## config.mk

```make
export PLATFORM = sky130hd
export DESIGN_NAME = bmem_burst_ctrl
export DESIGN_NICKNAME = d
export VERILOG_FILES = /design/src/rtl/bmem_burst_ctrl_pkg.sv /design/src/rtl/bmem_burst_ctrl_line_buffer.sv /design/src/rtl/bmem_burst_ctrl.sv
export SDC_FILE = /design/constraint.sdc
export NUM_CORES = 1
export LEC_CHECK = 0
export CORE_AREA = 2 2 403 405
export DETAILED_ROUTE_END_ITERATION = 10
export DIE_AREA = 0 0 405 407
export HOLD_SLACK_MARGIN = 0.1
export PLACE_DENSITY = 0.4
export SETUP_SLACK_MARGIN = 0.2
export SYNTH_ARGS = -nofsm -noshare
export SYNTH_HDL_FRONTEND = slang
export SYNTH_SLANG_ARGS = --single-unit
```

## constraint.sdc

```tcl
create_clock -name clk -period 4.45 [get_ports clk]
set_clock_uncertainty 0.2 [all_clocks]
set_input_delay 0.445 -clock clk [delete_from_list [all_inputs] [get_ports clk]]
set_output_delay 0.445 -clock clk [all_outputs]
set_load 0.01 [all_outputs]
```

## src/rtl/bmem_burst_ctrl_pkg.sv

```systemverilog
// Shared sizing and state/owner types for the burst memory controller.
package bmem_burst_ctrl_pkg;

    localparam int unsigned BURST_LEN = 4;
    localparam int unsigned LINE_W    = 256;
    localparam int unsigned BEAT_W    = 64;

    typedef enum logic [2:0] {
        IDLE,
        RD_REQ,
        RD_DATA,
        WR_BURST,
        DONE
    } state_e;

    typedef enum logic {
        OWN_I,
        OWN_D
    } owner_e;

endpackage

```

## src/rtl/bmem_burst_ctrl_line_buffer.sv

```systemverilog
// Line register holding one cache line as beats; whole-line load, per-beat write and read.
module burst_line_buffer
    import bmem_burst_ctrl_pkg::*;
#(
    parameter int unsigned NumBeats = BURST_LEN,
    parameter int unsigned IdxW     = (NumBeats > 1) ? $clog2(NumBeats) : 1
) (
    input  logic                       clk,
    input  logic                       rst,
    input  logic                       load_i,
    input  logic [NumBeats*BEAT_W-1:0] load_line_i,
    input  logic                       wr_en_i,
    input  logic [IdxW-1:0]            wr_idx_i,
    input  logic [BEAT_W-1:0]          wr_beat_i,
    input  logic [IdxW-1:0]            rd_idx_i,
    output logic [BEAT_W-1:0]          rd_beat_o,
    output logic [NumBeats*BEAT_W-1:0] line_o
);

    logic [BEAT_W-1:0] beat_q [NumBeats];

    always_ff @(posedge clk) begin
        if (rst) begin
            for (int i = 0; i < NumBeats; i++) begin
                beat_q[i] <= '0;
            end
        end else if (load_i) begin
            for (int i = 0; i < NumBeats; i++) begin
                beat_q[i] <= load_line_i[i*BEAT_W +: BEAT_W];
            end
        end else if (wr_en_i) begin
            beat_q[wr_idx_i] <= wr_beat_i;
        end
    end

    assign rd_beat_o = beat_q[rd_idx_i];

    // Beat 0 occupies the least significant bits of the line.
    always_comb begin
        line_o = '0;
        for (int i = 0; i < NumBeats; i++) begin
            line_o[i*BEAT_W +: BEAT_W] = beat_q[i];
        end
    end

endmodule

```

## src/rtl/bmem_burst_ctrl.sv

```systemverilog
// Arbitrates icache/dcache line requests onto a 64-bit burst memory port,
// assembling read bursts into lines and serialising writeback lines into beats.
module bmem_burst_ctrl #(
    parameter int unsigned BURST_LEN  = bmem_burst_ctrl_pkg::BURST_LEN,
    parameter int unsigned STARVE_MAX = 3
) (
    input  logic         clk,
    input  logic         rst,
    input  logic [31:0]  i_dfp_addr,
    input  logic         i_dfp_read,
    output logic [255:0] i_dfp_rdata,
    output logic         i_dfp_resp,
    input  logic [31:0]  d_dfp_addr,
    input  logic         d_dfp_read,
    input  logic         d_dfp_write,
    input  logic [255:0] d_dfp_wdata,
    output logic [255:0] d_dfp_rdata,
    output logic         d_dfp_resp,
    output logic [31:0]  bmem_addr,
    output logic         bmem_read,
    output logic         bmem_write,
    output logic [63:0]  bmem_wdata,
    input  logic         bmem_ready,
    input  logic [31:0]  bmem_raddr,
    input  logic [63:0]  bmem_rdata,
    input  logic         bmem_rvalid
);
    import bmem_burst_ctrl_pkg::*;

    localparam int unsigned CntW    = (BURST_LEN > 1) ? $clog2(BURST_LEN) : 1;
    localparam int unsigned StarveW = (STARVE_MAX > 0) ? $clog2(STARVE_MAX + 1) : 1;

    state_e             state_q, state_d;
    logic [CntW-1:0]    cnt_q, cnt_d;
    logic [StarveW-1:0] starve_q, starve_d;
    owner_e             owner_q, owner_d;
    logic               wr_op_q, wr_op_d;
    logic [31:0]        addr_q, addr_d;

    logic           buf_load, buf_wr;
    logic [63:0]    buf_rd_beat;
    logic [255:0]   buf_line;
    logic           d_req, starve_max, grant_i, grant_d, last_beat;

    // Read beats are matched by order only, so the return address is not needed.
    logic unused_raddr;
    assign unused_raddr = ^bmem_raddr;

    assign d_req      = d_dfp_read | d_dfp_write;
    assign starve_max = (starve_q == StarveW'(STARVE_MAX));
    assign grant_i    = (state_q == IDLE) & i_dfp_read & (~d_req | starve_max);
    assign grant_d    = (state_q == IDLE) & d_req & ~grant_i;
    assign last_beat  = (cnt_q == CntW'(BURST_LEN - 1));

    burst_line_buffer #(
        .NumBeats (BURST_LEN),
        .IdxW     (CntW)
    ) u_line_buffer (
        .clk         (clk),
        .rst         (rst),
        .load_i      (buf_load),
        .load_line_i (d_dfp_wdata),
        .wr_en_i     (buf_wr),
        .wr_idx_i    (cnt_q),
        .wr_beat_i   (bmem_rdata),
        .rd_idx_i    (cnt_q),
        .rd_beat_o   (buf_rd_beat),
        .line_o      (buf_line)
    );

    always_ff @(posedge clk) begin
        if (rst) begin
            state_q  <= IDLE;
            cnt_q    <= '0;
            starve_q <= '0;
            owner_q  <= OWN_I;
            wr_op_q  <= 1'b0;
            addr_q   <= '0;
        end else begin
            state_q  <= state_d;
            cnt_q    <= cnt_d;
            starve_q <= starve_d;
            owner_q  <= owner_d;
            wr_op_q  <= wr_op_d;
            addr_q   <= addr_d;
        end
    end

    always_comb begin
        state_d     = state_q;
        cnt_d       = cnt_q;
        starve_d    = starve_q;
        owner_d     = owner_q;
        wr_op_d     = wr_op_q;
        addr_d      = addr_q;
        buf_load    = 1'b0;
        buf_wr      = 1'b0;
        bmem_read   = 1'b0;
        bmem_write  = 1'b0;
        bmem_addr   = '0;
        bmem_wdata  = '0;
        i_dfp_resp  = 1'b0;
        d_dfp_resp  = 1'b0;
        i_dfp_rdata = '0;
        d_dfp_rdata = '0;

        // Starvation only accumulates while I is actually waiting behind D.
        if (!i_dfp_read || grant_i) begin
            starve_d = '0;
        end else if (grant_d && !starve_max) begin
            starve_d = starve_q + 1'b1;
        end

        unique case (state_q)
            IDLE: begin
                if (grant_i || grant_d) begin
                    owner_d  = grant_i ? OWN_I : OWN_D;
                    wr_op_d  = grant_d & d_dfp_write;
                    addr_d   = {(grant_i ? i_dfp_addr[31:5] : d_dfp_addr[31:5]), 5'b0};
                    buf_load = 1'b1;
                    state_d  = (grant_d && d_dfp_write) ? WR_BURST : RD_REQ;
                end
            end
            RD_REQ: begin
                bmem_read = 1'b1;
                bmem_addr = addr_q;
                if (bmem_ready) begin
                    state_d = RD_DATA;
                end
            end
            RD_DATA: begin
                if (bmem_rvalid) begin
                    buf_wr = 1'b1;
                    cnt_d  = cnt_q + 1'b1;
                    if (last_beat) begin
                        cnt_d   = '0;
                        state_d = DONE;
                    end
                end
            end
            WR_BURST: begin
                bmem_write = 1'b1;
                bmem_addr  = addr_q;
                bmem_wdata = buf_rd_beat;
                if (bmem_ready) begin
                    cnt_d = cnt_q + 1'b1;
                    if (last_beat) begin
                        cnt_d   = '0;
                        state_d = DONE;
                    end
                end
            end
            DONE: begin
                if (owner_q == OWN_I) begin
                    i_dfp_resp  = 1'b1;
                    i_dfp_rdata = wr_op_q ? '0 : buf_line;
                end else begin
                    d_dfp_resp  = 1'b1;
                    d_dfp_rdata = wr_op_q ? '0 : buf_line;
                end
                state_d = IDLE;
            end
            default: state_d = IDLE;
        endcase
    end

endmodule

```

==> results of run 1 <==
## cells by family (layout without fill, tap and decap cells)
family	Yosys count	in the layout	share of synthesized area (%)
compound gates	293	293	14.3
buf+inv	166	1114	6.07
other cells	1	21	0.0209
mux	95	95	9.76
flops	294	294	47.1
simple gates	646	646	22.5
fa+ha+maj	5	5	0.349
## flip-flops by register name, summed over array words and instances, names as in the netlist, named ones only
signal / cells
cnt_q: 2
state_q: 3
u_line_buffer.beat_q: 256
owner_q: 1
starve_q: 2
addr_q: 27
wr_op_q: 1
## power breakdown
group          internal (mW)  switching (mW)
sequential              4.00            1.12
combinational           1.42            1.57
clock                   2.01            1.48
## how the worst max path moves through the flow
stage / from / end / slack, ns / depth (start not counted)
6_report: state_q[2] / i_dfp_rdata[37] / 0.59 / 5
3_5_place_dp: rst / u_line_buffer.beat_q[2][22] / 0.95 / 6
5_1_grt: state_q[2] / d_dfp_rdata[41] / 0.46 / 6
4_1_cts: state_q[2] / d_dfp_rdata[44] / 0.58 / 6
2_1_floorplan: rst / u_line_buffer.beat_q[3][0] / 1.14 / 5
3_3_place_gp: rst / u_line_buffer.beat_q[1][50] / 0.97 / 6
## metrics by stage
step	setup slack [ns]	hold WS, ns
after floorplan	1.14	0.224
after global placement	0.972	0.237
after detailed placement	0.948	0.240
after CTS	0.577	0.233
after global routing	0.455	0.263
final	0.592	0.253
## final cells by class
type	instances	area [um2]	area share (%)
clock inverter	24	205	0.651
sequential	294	8460	26.8
multi-input combinational	1044	8480	26.9
clock buffer	54	1160	3.68
tap	2160	2700	8.57
antenna	16	40.0	0.127
timing repair buffer	1031	10500	33.2
inverter	5	18.8	0.0595
## synth_stat cells (2+ instances only)
cell,instances
and2_1,543
a22o_1,256
edfxtp_1,256
and3_1,65
mux4_2,64
clkbuf_2,48
dfxtp_1,38
buf_6,37
mux2i_1,31
buf_4,27
o2bb2ai_1,27
clkbuf_1,24
buf_2,22
nor2_1,15
nand2b_1,6
ha_1,5
a21oi_1,4
inv_1,4
nor3_1,4
buf_1,3
nand2_1,2
## layout by cell type (no fill, tap or decap), drive strengths merged, types with 3 or more instances in the layout
cell           Yosys  routed
diode              0      16
inv                5       6
buf               89      44
o2bb2ai           27      27
a21oi              4       4
a22o             256     256
clkbuf            72      54
clkdlybuf4s50      0     987
bufinv             0       3
and2             543     543
mux4              64      64
clkinv             0      18
nor3               6       6
nand2b             6       6
mux2i             31      31
edfxtp           256     256
nor2              16      16
and3              66      66
conb               1       5
ha                 5       5
dfxtp             38      38
## layer usage
metal	track usage, %	vias to the layer above	routed length (um)
met5	0	-	48
met4	4.30	8	3360
met3	3.67	113	8870
met2	23.8	745	59700
met1	17.2	8478	50000
li1	-	7401	-
## critical path: cells and delay by family, from the launching register on
| kind | cells | cell delay, ns |
|---|---|---|
| buffers and inverters | 2 | 0.94 |
| AND/OR/NAND/NOR | 3 | 0.68 |
| flip-flops | 1 | 0.58 |
==> flow_summary_export.csv, run 1 <==
group,metric,value,unit
status,status,"completed",
route,drc,0,
logic_synthesis,synth.area.top_cells,"edfxtp_1 (43%), and2_1 (19%), a22o_1 (12%)",
layout,final_nets,2847,
logic_synthesis,synth_top_cell_by_area,"edfxtp_1",
placement,dp_hpwl,93700,um
floorplanning,core,160000,um2
clocking,cts_setup_buffers,0,
global_route,gr-total-overflow,0,
clocking,ctsResizeCount,0,
logic_synthesis,yosysSeqAreaShare,47.1,%
hold_path,min_to,"addr_q[20]",
placement,postPlaceCellArea,30100,um2
hold_path,hp-class,"register to register",
logic_synthesis,ys_warn_count,0,
power,vdd_drop_max,211,uV
power,p_leak,11.3,nW
clocking,cts_root_buf,"clkbuf_16",
power,power,11.6,mW
logic_synthesis,synth-seq-cells,294,
logic_synthesis,postSynthCellCount,1500,
sta,finalMaxSlewViolations,0,
hold_path,min_path_cells,1,
logic_synthesis,synth_top_area_share,42.8,%
sta,tightest_slew,1.01,ns
global_route,grt_max_degree,153,
floorplanning,rows,147,
floorplanning,die_area,165000,um2
floorplanning,chipHeight,407,um
setup_path,crit_path_max_fanout,155,
setup_path,r2r_start,"state_q[1]",
setup_path,cp-end-kind,"primary output",
setup_path,r2r_end,"u_line_buffer.beat_q[2][19]",
logic_synthesis,synth_ff_type,"edfxtp_1",
layout,drive_above_1_share,7.71,%
sta,setup_violations,0,
floorplanning,io_pins,1035,
logic_synthesis,synth_cell_type_count,40,
route,wl,122000,um
layout,area_growth,75.7,%
sta,fin_crit,3.86,ns
logic_synthesis,synth-edff-count,256,
logic_synthesis,synth_area_per_cell,12.0,um2
sta,maxSlewHeadroom,33.0,%
sta,finalSetupTns,0,ns
job,max_cap_violations,0,
logic_synthesis,netlist_area,17900,um2
clocking,clk_latency,0.60,ns
global_route,track_usage,14.0,%
clocking,clock_sinks,294,
layout,stdcell_area,31500,um2
hold_path,hold_start,"addr_q[20]",
setup_path,slowest_delay,0.66,ns
setup_path,startpoint_type,"register",
global_route,antenna_found_initial,24,
clocking,cts_buffers,43,
layout,final_util,19.7,%
logic_synthesis,synthArstFlopShare,0,%
sta,max_freq,0.259,GHz
setup_path,worstSetupPathType,"register to primary output",
floorplanning,initial_core_util,11.2,%
global_route,grt_pass1_vias,16700,
clocking,cts_tree,"built",
global_route,grt_pass1_wl,157000,um
clocking,clk_path_buf_depth,3,
power,cellPowerDensity,368,nW/um2
sta,final_hold_viol_count,0,
layout,stdcell_count,4628,
sta,fin_crit_sh,86.7,%
layout,nFillCells,17600,
route,wl_per_cell,26.3,um
route,num_vias,16700,
placement,dp.cells,4534,
route,viasPerCell,3.62,
route,drtAntennaViolNets,0,
setup_path,worstRegToRegCells,6,
sta,grt_setup_unrepaired,"false",
clocking,cts.hold.buffers_added,0,
setup_path,timing.critical_path.cells,"nand2_1 > nor3_4 > buf_12 > and2_1 > clkdlybuf4s50_1",
clocking,clkTransAtPathRegs,0.06,ns
placement,place_congestion,0.842,
setup_path,cp.required,3.81,ns
setup_path,critical_path_arrival,3.21,ns
placement,io_buffers,987,
setup_path,r2r_setup_slack,1.41,ns
route,dr.pass1.iters,6,
floorplanning,die_x,405,um
clocking,htree_levels,2,
setup_path,slowest_stage,"clkdlybuf4s50_1",
route,drtIter0Drc,1043,
(Power assumes the default switching activity.)
==> run 2: changes to the inputs <==
--- a/config.mk
+++ b/config.mk
@@ -5,11 +5,14 @@
 export SDC_FILE = /design/constraint.sdc
 export NUM_CORES = 1
 export LEC_CHECK = 0
-export CORE_AREA = 2 2 403 405
+export CAP_MARGIN = 10
+export CORE_AREA = 2 2 398 400
+export CTS_CLUSTER_SIZE = 8
 export DETAILED_ROUTE_END_ITERATION = 10
-export DIE_AREA = 0 0 405 407
+export DIE_AREA = 0 0 400 402
+export DONT_BUFFER_PORTS = 1
 export HOLD_SLACK_MARGIN = 0.1
-export PLACE_DENSITY = 0.4
+export PLACE_DENSITY = 0.32
 export SETUP_SLACK_MARGIN = 0.2
 export SYNTH_ARGS = -nofsm -noshare
 export SYNTH_HDL_FRONTEND = slang
==> flow_summary_export.csv, run 2 (same netlist as run 1, synthesis figures left out) <==
group,metric,value,unit
layout,final_nets,2234,
placement,dp_hpwl,76000,um
clocking,cts_buffers,44,
setup_path,worstSetupPathType,"register to primary output",
route,wl,105000,um
layout,nFillCells,17400,
floorplanning,rows,146,
sta,hold_slack,0.253,ns
global_route,antenna_found_initial,17,
global_route,grt_max_degree,257,
clocking,clock_sinks,294,
global_route,track_usage,12.3,%
setup_path,crit_path_max_fanout,259,
power,combPwrFrac,24.0,%
floorplanning,core,157000,um2
power,seqPwrFrac,46.5,%
layout,area_growth,40.0,%
route,drtIter0Drc,1176,
clocking,ctsResizeCount,0,
route,wl_per_cell,26.9,um
global_route,grt_pass1_vias,15600,
clocking,cts_tree,"built",
sta,fin_crit_sh,81.7,%
setup_path,critical_path_arrival,2.99,ns
floorplanning,die_x,400,um
sta,fin_crit,3.64,ns
setup_path,cp.required,3.81,ns
clocking,htree_levels,2,
hold_path,hp-class,"register to register",
power,internal_power,7.03,mW
layout,final_common_cell,"and2_1",
placement,place_congestion,0.836,
clocking,clkTransAtPathRegs,0.05,ns
setup_path,r2r_setup_slack,1.18,ns
sta,final_hold_viol_count,0,
floorplanning,chipHeight,402,um
sta,grt_setup_unrepaired,"false",
layout,layout_common_cells,"and2_1 (539), dlygate4sd3_1 (384), a22o_1 (256), edfxtp_1 (256), and3_1 (65)",
clocking,cts_root_buf,"clkbuf_16",
clocking,clk_latency,0.60,ns
setup_path,startpoint_type,"register",
layout,drive_above_1_share,9.18,%
job,max_cap_violations,0,
sta,tightest_slew,1.19,ns
power,pwr-share-clk,29.5,%
route,dr.pass1.iters,5,
route,viasPerCell,3.84,
floorplanning,initial_core_util,11.4,%
layout,largest-register,"u_line_buffer.beat_q",
setup_path,cp-end-kind,"primary output",
floorplanning,die_area,161000,um2
sta,max_freq,0.275,GHz
global_route,gr-total-overflow,0,
status,status,"completed",
route,drc,0,
route,num_vias,15100,
placement,io_buffers,0,
sta,finalSetupTns,0,ns
layout,largest_register_ffs,256,
floorplanning,io_pins,1035,
clocking,clk_path_buf_depth,3,
power,cellPowerDensity,438,nW/um2
sta,finalMaxSlewViolations,0,
power,switching_share,36.1,%
layout,reg_top3,"u_line_buffer.beat_q x256, addr_q x27, state_q x3",
power,vdd_drop_max,232,uV
power,p_leak,9.37,nW
route,drtAntennaViolNets,0,
power,p_sw,3.97,mW
global_route,grt_pass1_wl,137000,um
sta,setup_violations,0,
sta,maxSlewHeadroom,20.5,%
run 2: cell types whose count changed in the layout (fill, tap and decap cells not counted), sizes merged, moves of 2 or more:
cell | before | now
bufinv | 3 | 0
clkinvlp | 2 | 0
buf | 44 | 33
clkdlybuf4s50 | 987 | 0
dlygate4sd3 | 0 | 384
clkbuf | 54 | 63
diode | 16 | 14
clkinv | 18 | 6
run 2: area by class of cell:
cell class                 count  area [um2]  area share [%]
inverter                       5        18.8          0.0747
sequential                   294        8460            33.7
tap                         2072        2590            10.3
clock buffer                  63        1210            4.84
timing repair buffer         417        4280            17.0
clock inverter                 8        41.3           0.164
multi-input combinational   1044        8480            33.8
antenna                       14        35.0           0.139
run 2: worst paths after layout:
path                                  from                          end  cells past startpoint
worst min register to register  addr_q[29]                   addr_q[29]                      1
worst min-delay path            addr_q[29]                   addr_q[29]                      1
worst max-delay path            state_q[1]             d_dfp_rdata[170]                      5
worst max register to register  state_q[1]  u_line_buffer.beat_q[0][56]                      5
run 2: layer usage:
layer | vias up | global-route usage (%) | part of all wire (%)
li1 | 6155 | - | -
met1 | 7885 | 14.4 | 39
met2 | 857 | 21.5 | 50
met3 | 152 | 2.94 | 7.8
met4 | 2 | 4.81 | 3.6
met5 | - | 0 | 0.012
run 2: power groups by stage:
stage | Combinational, mW | Clock [mW] | Sequential, mW
6_report | 2.64 | 3.25 | 5.12
4_1_cts | 2.69 | 3.38 | 5.15
2_1_floorplan | 1.61 | 0 | 4.31
3_3_place_gp | 2.25 | 0 | 5.16
5_1_grt | 2.81 | 3.45 | 5.21
3_5_place_dp | 2.26 | 0 | 5.20
run 2: through the flow:
| step | instances | util, % | area (um2) | power (mW) | setup WS (ns) |
|---|---|---|---|---|---|
| floorplan | 1504 | - | 18000 | 5.92 | 1.14 |
| global placement | 3448 | 12.7 | 20000 | 7.40 | 1.13 |
| detailed placement | 3448 | 12.7 | 20000 | 7.45 | 1.04 |
| CTS | 3903 | 16.0 | 25100 | 11.2 | 0.793 |
| global route | 3910 | 16.0 | 25100 | 11.5 | 0.608 |
| finish | 3917 | 16.0 | 25100 | 11.0 | 0.813 |
run 2: critical path: stages (launching register included):
cell and delay, ns:
dfxtp_4 0.51, nor2_1 0.21, and3_4 0.25, nor2b_4 0.17
buf_12 0.56, and2_1 0.51
run 2: what timing repair did:
action                    in CTS  in global routing
hold endpoints to repair     294                  0
hold buffers                 384                  0
setup buffers                  0                  0
==> run 3: changes to the inputs <==
==> constraint.sdc (replaced) <==
create_clock -name clk -period 3 [get_ports clk]
set_clock_uncertainty 0.2 [all_clocks]
set_input_delay 0.3 -clock clk [delete_from_list [all_inputs] [get_ports clk]]
set_output_delay 0.3 -clock clk [all_outputs]
set_load 0.01 [all_outputs]
==> flow_summary_export.csv, run 3 (same netlist as run 1, synthesis figures left out) <==
group,metric,value,unit
status,status,"completed",
global_route,grt_max_degree,78,
clocking,cts_tree,"built",
sta,max_freq,0.362,GHz
clocking,cts_root_buf,"clkbuf_16",
clocking,cts_buffers,44,
sta,finalMaxSlewViolations,0,
route,num_vias,15300,
layout,largest_register_ffs,256,
setup_path,r2r_end,"state_q[1]",
placement,place_congestion,0.815,
layout,final_nets,2343,
hold_path,min_to,"u_line_buffer.beat_q[3][28]",
floorplanning,core,157000,um2
layout,layout_common_cells,"dlygate4sd3_1 (386), and2_1 (347), a22o_1 (256), edfxtp_1 (256), and2_4 (187)",
global_route,antenna_found_initial,21,
route,dr.pass1.iters,5,
setup_path,cp-startpoint,"state_q[1]",
layout,area_growth,53.6,%
floorplanning,io_pins,1035,
placement,pre_cts_ws,0.349,ns
power,p_leak,10.5,nW
floorplanning,die_area,161000,um2
hold_path,min_path_cells,2,
sta,maxSlewHeadroom,24.0,%
global_route,grt_pass1_wl,143000,um
sta,finalWorstSetupSlack,0.234,ns
clocking,clk_path_buf_depth,3,
route,drtIter0Drc,1051,
clocking,clkTransAtPathRegs,0.06,ns
route,wl_per_cell,28.1,um
setup_path,startpoint_type,"register",
global_route,grt_pass1_vias,16000,
setup_path,cp.required,2.50,ns
job,max_cap_violations,0,
sta,finalSetupTns,0,ns
global_route,track_usage,13.0,%
setup_path,worstRegToRegCells,7,
floorplanning,chipHeight,402,um
setup_path,worstSetupPathType,"register to primary output",
sta,fin_crit,2.77,ns
sta,final_hold_viol_count,0,
clocking,clk_latency,0.58,ns
setup_path,r2r_setup_slack,0.29,ns
clocking,clock_sinks,294,
setup_path,critical_path_arrival,2.27,ns
setup_path,crit_path_max_fanout,10,
route,wl,113000,um
sta,hold_slack,0.238,ns
global_route,gr-total-overflow,0,
layout,final_common_cell,"dlygate4sd3_1",
layout,largest-register,"u_line_buffer.beat_q",
floorplanning,die_x,400,um
hold_path,hp-class,"primary input to register",
clocking,htree_levels,2,
route,drc,0,
route,drtAntennaViolNets,0,
floorplanning,rows,146,
layout,drive_above_1_share,24.6,%
setup_path,r2r_start,"cnt_q[0]",
power,vdd_drop_max,309,uV
sta,fin_crit_sh,92.2,%
sta,setup_violations,0,
layout,reg_top3,"u_line_buffer.beat_q x256, addr_q x27, state_q x3",
layout,nFillCells,17300,
setup_path,cp-end-kind,"primary output",
sta,tightest_slew,1.14,ns
power,power,16.9,mW
placement,dp_hpwl,77200,um
sta,grt_setup_unrepaired,"true",
layout,final_util,17.5,%
route,viasPerCell,3.81,
placement,io_buffers,0,
floorplanning,initial_core_util,11.4,%
hold_path,hold_start,"d_dfp_wdata[220]",
power,cellPowerDensity,613,nW/um2
## run 3: power breakdown
part,switching [mW],total [mW],internal [mW]
Combinational,2.52,4.68,2.16
Sequential,1.47,7.40,5.93
Clock,1.99,4.82,2.83
## run 3: metrics by stage
stage,area (um2),instances
after floorplan,18000,1504
after global placement,20700,3489
after detailed placement,20700,3489
after CTS,27200,3991
after global routing,27500,4014
final,27600,4017
## run 3: critical path, cell delays in order (launching register included)
cell,delay [ns]
dfxtp_4,0.35
nor2_4,0.11
and3_4,0.25
nor2b_4,0.25
buf_12,0.20
buf_12,0.17
buf_16,0.14
and2_4,0.15
## run 3: area by class of cell
| class | instances | area [um2] | area share (%) |
|---|---|---|---|
| sequential | 294 | 8470 | 30.7 |
| clock buffer | 63 | 1200 | 4.37 |
| timing repair buffer | 526 | 6220 | 22.6 |
| clock inverter | 5 | 58.8 | 0.213 |
| inverter | 5 | 18.8 | 0.0681 |
| antenna | 8 | 20.0 | 0.0726 |
| tap | 2072 | 2590 | 9.41 |
| multi-input combinational | 1044 | 8970 | 32.6 |
## run 3: worst max-delay path by stage
stage,endpoint,slack (ns),cells past startpoint
floorplan,u_line_buffer.beat_q[1][0],-0.25,6
global placement,i_dfp_rdata[100],0.37,5
detailed placement,i_dfp_rdata[100],0.35,5
CTS,d_dfp_rdata[178],0.12,6
global route,d_dfp_rdata[174],0.11,6
finish,d_dfp_rdata[41],0.23,7
## run 3: what timing repair did
action | in CTS | in global routing
pin swaps | 3 | 4
setup buffers | 30 | 11
setup endpoints to repair | 547 | 310
resized for setup | 201 | 44
gates cloned | 18 | 7
hold endpoints to repair | 294 | 0
hold buffers | 386 | 0
## run 3: routing by layer
metal / vias up / global-route usage [%] / part of all wire [%]
li1: 6386 / - / -
met1: 7947 / 15.1 / 39
met2: 824 / 23.7 / 52
met3: 141 / 2.14 / 5.9
met4: 8 / 4.34 / 3.2
met5: - / 0 / 0.049
